==> src/rtl/tx_sym_sched.sv <==
// Symbol scheduler for the 4x-oversampled BPSK pulse-shaping filter: sources one
// symbol per baud period from PRBS9 or a host-loaded FIFO, with boundary-clean stop.
module tx_sym_sched #(
  parameter int         USAMPLE    = 4,
  parameter int         FIFO_DEPTH = 8,
  parameter logic [8:0] PRBS_SEED  = 9'h1FF,
  localparam int        PW         = $clog2(USAMPLE)
) (
  input  logic          clk,
  input  logic          rst,
  input  logic          start,
  input  logic          stop,
  input  logic          src_sel,
  input  logic          wr_valid,
  input  logic          wr_data,
  output logic          wr_ready,
  output logic          filt_enable,
  output logic          filt_symbol,
  output logic [PW-1:0] phase,
  output logic          sym_strobe,
  output logic          busy,
  output logic          underrun,
  output logic [15:0]   sym_count
);

  localparam int            AW         = $clog2(FIFO_DEPTH);
  localparam int            CW         = $clog2(FIFO_DEPTH + 1);
  localparam logic [PW-1:0] LAST_PHASE = PW'(USAMPLE - 1);
  localparam logic [CW-1:0] FULL_CNT   = CW'(FIFO_DEPTH);

  typedef enum logic [1:0] {
    S_IDLE = 2'd0,
    S_ARM  = 2'd1,
    S_RUN  = 2'd2
  } state_t;

  state_t          state_r, state_s;
  logic [PW-1:0]   phase_r, next_phase_s;
  logic            src_r;
  logic            stop_pend_r;
  logic [8:0]      lfsr_r;
  logic            filt_enable_r, filt_symbol_r, sym_strobe_r, busy_r, underrun_r;
  logic [15:0]     sym_count_r;
  logic            mem_r [FIFO_DEPTH];
  logic [AW-1:0]   wr_ptr_r, rd_ptr_r;
  logic [CW-1:0]   count_r, count_s;
  logic            wr_ready_r;
  logic            empty_s, push_s, pop_s, load_s, bound_s, clr_s, set_ur_s, sym_s;

  assign empty_s = (count_r == {CW{1'b0}});
  assign push_s  = wr_valid && (count_r != FULL_CNT);
  assign sym_s   = src_r ? mem_r[rd_ptr_r] : lfsr_r[8];

  // Next-state and per-cycle action decode
  always_comb begin
    state_s  = state_r;
    load_s   = 1'b0;
    bound_s  = 1'b0;
    clr_s    = 1'b0;
    set_ur_s = 1'b0;
    case (state_r)
      S_IDLE: begin
        if (start) begin
          clr_s   = 1'b1;
          state_s = S_ARM;
        end else begin
          state_s = S_IDLE;
        end
      end
      S_ARM: begin
        if (stop) begin
          state_s = S_IDLE;
        end else if (src_r && empty_s) begin
          set_ur_s = 1'b1;
          state_s  = S_IDLE;
        end else begin
          load_s  = 1'b1;
          state_s = S_RUN;
        end
      end
      S_RUN: begin
        if (phase_r == LAST_PHASE) begin
          bound_s = 1'b1;
          // A pending stop wins over underrun: the run ends cleanly without a pop.
          if (stop || stop_pend_r) begin
            state_s = S_IDLE;
          end else if (src_r && empty_s) begin
            set_ur_s = 1'b1;
            state_s  = S_IDLE;
          end else begin
            load_s  = 1'b1;
            state_s = S_RUN;
          end
        end else begin
          state_s = S_RUN;
        end
      end
      default: begin
        state_s = S_IDLE;
      end
    endcase
    pop_s = load_s && src_r;
  end

  // Phase that the next cycle will show
  always_comb begin
    if ((state_s == S_RUN) && (state_r == S_RUN)) begin
      next_phase_s = phase_r + PW'(1);
    end else begin
      next_phase_s = {PW{1'b0}};
    end
  end

  // FIFO occupancy after this cycle's push/pop
  always_comb begin
    if (push_s && !pop_s) begin
      count_s = count_r + CW'(1);
    end else if (!push_s && pop_s) begin
      count_s = count_r - CW'(1);
    end else begin
      count_s = count_r;
    end
  end

  // Scheduler state and registered outputs
  always_ff @(posedge clk) begin
    if (!rst) begin
      state_r       <= S_IDLE;
      phase_r       <= {PW{1'b0}};
      src_r         <= 1'b0;
      stop_pend_r   <= 1'b0;
      lfsr_r        <= PRBS_SEED;
      filt_enable_r <= 1'b0;
      filt_symbol_r <= 1'b0;
      sym_strobe_r  <= 1'b0;
      busy_r        <= 1'b0;
      underrun_r    <= 1'b0;
      sym_count_r   <= 16'd0;
    end else begin
      state_r       <= state_s;
      phase_r       <= next_phase_s;
      stop_pend_r   <= (state_r == S_RUN) && (state_s == S_RUN) && (stop_pend_r || stop);
      filt_enable_r <= (state_s == S_RUN);
      busy_r        <= (state_s != S_IDLE);
      sym_strobe_r  <= (state_s == S_RUN) && (next_phase_s == LAST_PHASE);
      if (load_s) begin
        filt_symbol_r <= sym_s;
      end
      if (clr_s) begin
        src_r       <= src_sel;
        lfsr_r      <= PRBS_SEED;
        sym_count_r <= 16'd0;
        underrun_r  <= 1'b0;
      end else begin
        if (set_ur_s) begin
          underrun_r <= 1'b1;
        end
        if (load_s && !src_r) begin
          lfsr_r <= {lfsr_r[7:0], lfsr_r[8] ^ lfsr_r[4]};
        end
        if (bound_s) begin
          sym_count_r <= sym_count_r + 16'd1;
        end
      end
    end
  end

  // FIFO pointers, occupancy and ready flag
  always_ff @(posedge clk) begin
    if (!rst) begin
      wr_ptr_r   <= {AW{1'b0}};
      rd_ptr_r   <= {AW{1'b0}};
      count_r    <= {CW{1'b0}};
      wr_ready_r <= 1'b1;
    end else begin
      if (push_s) begin
        wr_ptr_r <= wr_ptr_r + AW'(1);
      end
      if (pop_s) begin
        rd_ptr_r <= rd_ptr_r + AW'(1);
      end
      count_r    <= count_s;
      wr_ready_r <= (count_s != FULL_CNT);
    end
  end

  // FIFO storage; contents are don't-care once the pointers are reset
  always_ff @(posedge clk) begin
    if (push_s) begin
      mem_r[wr_ptr_r] <= wr_data;
    end
  end

  assign wr_ready    = wr_ready_r;
  assign filt_enable = filt_enable_r;
  assign filt_symbol = filt_symbol_r;
  assign phase       = phase_r;
  assign sym_strobe  = sym_strobe_r;
  assign busy        = busy_r;
  assign underrun    = underrun_r;
  assign sym_count   = sym_count_r;

endmodule

==> config.mk <==
export PLATFORM = sky130hd
export DESIGN_NAME = tx_sym_sched
export DESIGN_NICKNAME = d
export VERILOG_FILES = /design/src/rtl/tx_sym_sched.sv
export SDC_FILE = /design/constraint.sdc
export NUM_CORES = 1
export LEC_CHECK = 0
export CORE_ASPECT_RATIO = 1.2
export CORE_UTILIZATION = 55
export DETAILED_ROUTE_END_ITERATION = 8
export HOLD_SLACK_MARGIN = 0.03
export PLACE_DENSITY = 0.85
export SETUP_SLACK_MARGIN = 0.15
export SYNTH_ARGS = -nofsm -noshare
export SYNTH_HDL_FRONTEND = slang
export SYNTH_SLANG_ARGS = --single-unit
==> constraint.sdc <==
create_clock -name clk -period 2.4 [get_ports clk]
set_clock_uncertainty 0.15 [all_clocks]
set_input_delay 0.36 -clock clk [delete_from_list [all_inputs] [get_ports clk]]
set_output_delay 0.36 -clock clk [all_outputs]
set_load 0.05 [all_outputs]
Word level (Yosys, flattened, before mapping)
Memory sizes are Yosys's and may differ from the RTL's. A register that Yosys moved wholly into a read port is not among the register bits.
Cells that the tools add are included.
{"block": "totals", "ff_bits": 47, "mem_bits_rw": 8, "wordCells": 76, "memories": 1}
{"memory": "mem_r", "depth": 8, "word_bits": 1, "read_ports": 1, "rd_ports_with_merged_regs": 1, "write_ports": 1, "line": "44", "text": "logic mem_r [FIFO_DEPTH];"}
{"block": "classes", "add_sub_neg": 6, "n_eq_ne": 7, "mux": 28, "n_bitwise": 2, "reduce_logical": 17}
{"cell": "$add 16x1->16 const B", "n": 1}
{"cell": "$mux 1", "n": 16}
{"cell": "$mux 2", "n": 5}
{"cell": "$logic_and 1x1->1", "n": 9}
{"cell": "$eq 2x2->1 const B", "n": 4}
{"cell": "$mux 4", "n": 2}
{"cell": "$ne 4x4->1 const B", "n": 2}
{"cell": "$add 3x1->3 const B", "n": 2}
{"cell": "$mux 3", "n": 2}
{"cell": "$pmux 2 s3", "n": 1}
{"cell": "$add 4x1->4 const B", "n": 1}
{"cell": "$logic_not 4->1", "n": 1}
{"cell": "$pmux 1 s2", "n": 2}
{"cell": "$sub 4x1->4 const B", "n": 1}
{"cell": "$logic_not 1->1", "n": 3}
{"cell": "$add 2x1->2 const B", "n": 1}
{"cell": "$eq 2x1->1 const B", "n": 1}
{"cell": "$logic_not 2->1", "n": 1}
{"cell": "$reduce_bool 2->1", "n": 1}
{"cell": "$reduce_or 2->1", "n": 1}
{"cell": "$logic_or 1x1->1", "n": 1}
{"cell": "$not 1->1", "n": 1}
{"cell": "$xor 1x1->1", "n": 1}

Logic depth before layout (Yosys ltp)
{"block": "logic_depth", "depth_word": 11, "depth_mapped": 8, "depth_no_buf": 7}

Least setup slack after synthesis
No wires, ideal clock.
{"block": "synth_timing", "path_kind": "register -> register", "start": "reg phase_r[0], in the netlist phase[0]", "end": "reg wr_ready_r, in the netlist wr_ready", "setup_time_ns": 0.135, "arrival_ns": 1.971, "t_required_ns": 2.115, "setup_slack_ns": 0.144, "path_stages_with_launch": 8, "path_buffers": 1, "period_less_slack_ns": 2.256, "path_cell_list": "dfxtp_1 > ha_1 > and3b_1 > o211a_4 > buf_6 > nand3_1 > a311oi_2 > o211ai_1"}
{"block": "synth_via", "elab_chain_len": 8}
{"element": "from (decl)", "line": "38", "text": "logic [PW-1:0] phase_r, next_phase_s;"}
{"element": "from (signal assigned)", "line": "129", "text": "phase_r <= {PW{1'b0}};"}
{"element": "from (signal assigned)", "line": "141", "text": "phase_r <= next_phase_s;"}
{"element": "$eq 2x2->1 (*)", "line": "82", "text": "if (phase_r == LAST_PHASE) begin"}
{"element": "$mux 1 (*)", "line": "82"}
{"element": "$pmux 1 s2 (*)", "line": "61", "text": "case (state_r)"}
{"element": "$logic_and 1x1->1 (*)", "line": "102", "text": "pop_s = load_s && src_r;"}
{"element": "$logic_and 1x1->1 or $logic_not 1->1 (tied branches)", "line": "118, 116"}
{"element": "$mux 4 or $logic_and 1x1->1 (tied branches)", "line": "118, 116"}
{"element": "$mux 4 (*)", "line": "116", "text": "if (push_s && !pop_s) begin"}
{"element": "$ne 4x4->1 (*)", "line": "183", "text": "wr_ready_r <= (count_s != FULL_CNT);"}
{"element": "to (signal assigned)", "line": "183"}
{"element": "to (decl)", "line": "47", "text": "logic wr_ready_r;"}
Every way passes the cells marked *; elsewhere a longest branch is shown, timed or not.
A chain may end at the register's enable or synchronous reset.

Worst setup path after layout
{"block": "layout_timing", "start": "reg sym_count_r[7], in the netlist sym_count[7]", "end": "out sym_count[7]"}
{"element": "from (decl)", "line": "43", "text": "logic [15:0] sym_count_r;"}
{"element": "from (signal assigned)", "line": "162", "text": "sym_count_r <= sym_count_r + 16'd1;"}
{"element": "to (decl)", "line": "23", "text": "output logic [15:0] sym_count"}
No word-level cell between the ends.

==> impl_metrics.ini <==
[grt]
grt_pass1_vias = 1983
met1_usage_pct = 25.50
grt-busiest-layer = met2
grtUsageMet3_pct = 5.655
grt_max_degree = 17
grt_pass1_wl_mm = 8.507
track_usage_pct = 22.31
antenna_found_initial = 0
gr-usage-met2_pct = 37.37
overflow = 0

[clocking]
root_buffer = clkbuf_8
cts_tree = done
h-tree-depth = 3
cts.sinks = 58
clk_pin_slew_ns = 0.06
post_cts_buffers = 0
cts_buffer_depth = 2
numCtsBuffers = 9
clock_latency_ns = 0.34

[floorplan]
rows = 26
core_um2 = 4359
dieArea_um2 = 4942
die_x_um = 64.34
die_h_um = 76.81
ios = 31
start_util_pct = 58.84

[synthesis]
async_flop_share_pct = 0
ys_warn_count = 0
yosys-top-cells-count = dfxtp_1 (50), nand2_1 (41), nor2_1 (34), nand3_1 (17)
yosysMostFrequentCell = dfxtp_1
synth_edf_count = 8
synthAdderAreaFrac_pct = 5.805
syn-instance-count = 271
ys.flop_type = dfxtp_1
synth.largest_area_cell = dfxtp_1
syn-num-nets = 289
synth_top_family_by_area = simple AND/OR/NAND/NOR gates
yosysSeqAreaShare_pct = 48.39
synth.avg_cell_area_um2 = 9.465
yosys.area_share.simple_pct = 25.27
netlist.area_leader.share_pct = 39.02
synth_compound_area_share_pct = 7.366
synth_mux_area_share_pct = 2.585
synthTopCellsByArea = dfxtp_1 (39%), edfxtp_1 (9.4%), nand2_1 (6.0%), ha_1 (5.4%), nor2_1 (5.0%)
synth-seq-cells = 58
syn-cell-area_um2 = 2565
synth-xor-area-share_pct = 7.463
yosysUniqueCellTypes = 46

[placed_design]
numPortBuffers = 30
hpwl_mm = 3.408
gp_congestion = 0.8208

[power]
p_switching_uw = 516.9
power.clock.fraction_pct = 36.1
peakVddDrop_mv = 0.5128
p_comb_share_pct = 11.1
power_switching_share_pct = 26.14
power_density_nw_per_um2 = 637.9
p_int_uw = 1460
pwr-share-seq_pct = 52.8
p_leak_uw = 0.001171

[sta]
max_freq_mhz = 470.0
slew_headroom_pct = 60.49
fin_crit_ns = 2.127
whs_ns = 0.2897
slew_viol_final = 0
setup-violations-final = 0
fin_tns_setup_ns = 0
worst_pin_slew_ns = 0.5847
hold_viol_final = 0
rsz0062_at_grt = no
period_share_pct = 88.65

[worst_hold_path]
whs_endpoint = phase[0]
hold_class = flop to flop
min-delay-start = phase[0]
worstHoldPathCells = 1

[finish]
multiInputGateArea_um2 = 1256
register_area_um2 = 1242
fin_nets = 329
drive_above_1_share_pct = 9.177
utilization_pct = 71.10
synthToLayoutAreaGrowth_pct = 20.83
diodes = 0
n_fill_cell = 353

[drt]
ant_nets = 0
wl_per_cell_um = 12.91
vias = 1995
dr.pass1.iters = 4
drt-initial-drc-count = 108
viasPerCell = 5.363
drc_errors = 0
drt-total-wl_mm = 4.801

[worst_setup_path]
worst_path_largest_cell_delay_ns = 0.85
start_kind = flop
crit_cells = 1
reg2reg_from = count_r[0]
timing.rr.end = wr_ready
worst-path-buf-inv = 1
crit_required_ns = 1.89
reg2reg_slack_ns = 0.29
worstPathMaxFanout = 6
reg2reg_depth = 7
critPathKind = flop to output port
crit_family = buffers and inverters
worstPathCellList = clkdlybuf4s50_1
end_kind = output port
cp_data_arrival_time_ns = 1.62
cpMaxStageDelayCell = clkdlybuf4s50_1

[status]
status = finished clean

[run]
cap_viol_max_count = 0
## power by group through the flow
stage / combinational (uW) / clock [uW] / sequential (uW)
floorplan: 137 / 0 / 1070
global placement: 208 / 0 / 1060
detailed placement: 216 / 0 / 1060
CTS: 217 / 725 / 1040
global route: 244 / 767 / 1050
finish: 219 / 714 / 1040
## worst max path at each step
stage | startpoint | end | slack, ns
after global placement | stop | wr_ready | 0.24
after floorplan | phase[1] | wr_ready | 0.18
final | sym_count[7] | sym_count[7] | 0.27
after global routing | count_r[1] | wr_ready | 0.16
after CTS | state_r[0] | lfsr_r[8] | 0.17
after detailed placement | stop | wr_ready | 0.18
## routing by layer
metal | routed length (um) | part of all wire [%]
met1 | 2151 | 45
met2 | 2309 | 48
met3 | 215 | 4.5
met4 | 124 | 2.6
met5 | 0 | 0
## cell type report
type	count	share of cell area (%)
Multi-Input combinational cell	196	40.53
Sequential cell	58	40.09
Timing Repair Buffer	35	10.90
Clock buffer	10	4.118
Tap cell	56	2.261
Inverter	11	1.332
Clock inverter	6	0.7671
## logic make-up (layout without fill, tap and decap cells)
group	count (synthesis)	count (layout)
AND/OR/NAND/NOR	131	131
buffers and inverters	17	62
adder cells (fa/ha/maj)	12	12
flip-flops	58	58
XOR/XNOR	21	21
AO/OA/AOI/OAI	28	28
multiplexers	4	4
## registers in the layout, summed over array words and instances (netlist names), 2 cells and up, named ones only
| name | flops |
|---|---|
| mem_r | 8 |
| rd_ptr_r | 3 |
| sym_count | 16 |
| phase | 2 |
| lfsr_r | 9 |
| state_r | 2 |
| wr_ptr_r | 3 |
| count_r | 4 |
## cells in the final DEF (no fill, tap or decap), types with 8 or more instances in the layout
| cell | n |
|---|---|
| a21oi_1 | 10 |
| nand2_1 | 41 |
| ha_1 | 10 |
| clkbuf_8 | 9 |
| edfxtp_1 | 8 |
| xor2_1 | 10 |
| clkdlybuf4s50_1 | 30 |
| nand3_1 | 17 |
| inv_1 | 11 |
| nor2_1 | 34 |
| dfxtp_1 | 49 |
| nor3_1 | 8 |
| xnor2_1 | 10 |
## through the flow
stage / setup slack [ns] / instances / power (uW) / cell area [um^2]
CTS: 0.1672 / 372 / 1985 / 3087
detailed placement: 0.1811 / 356 / 1279 / 2935
finish: 0.2725 / 372 / 1977 / 3099
global placement: 0.2409 / 356 / 1271 / 2935
floorplan: 0.1764 / 271 / 1211 / 2566
global route: 0.1598 / 372 / 2059 / 3099
## repair_timing
item                                    4_1_cts  5_1_grt
endpoints found under the setup margin        0       12
gates resized for setup                       0        5
hold buffers                                  0        0
(Power assumes the default switching activity.)
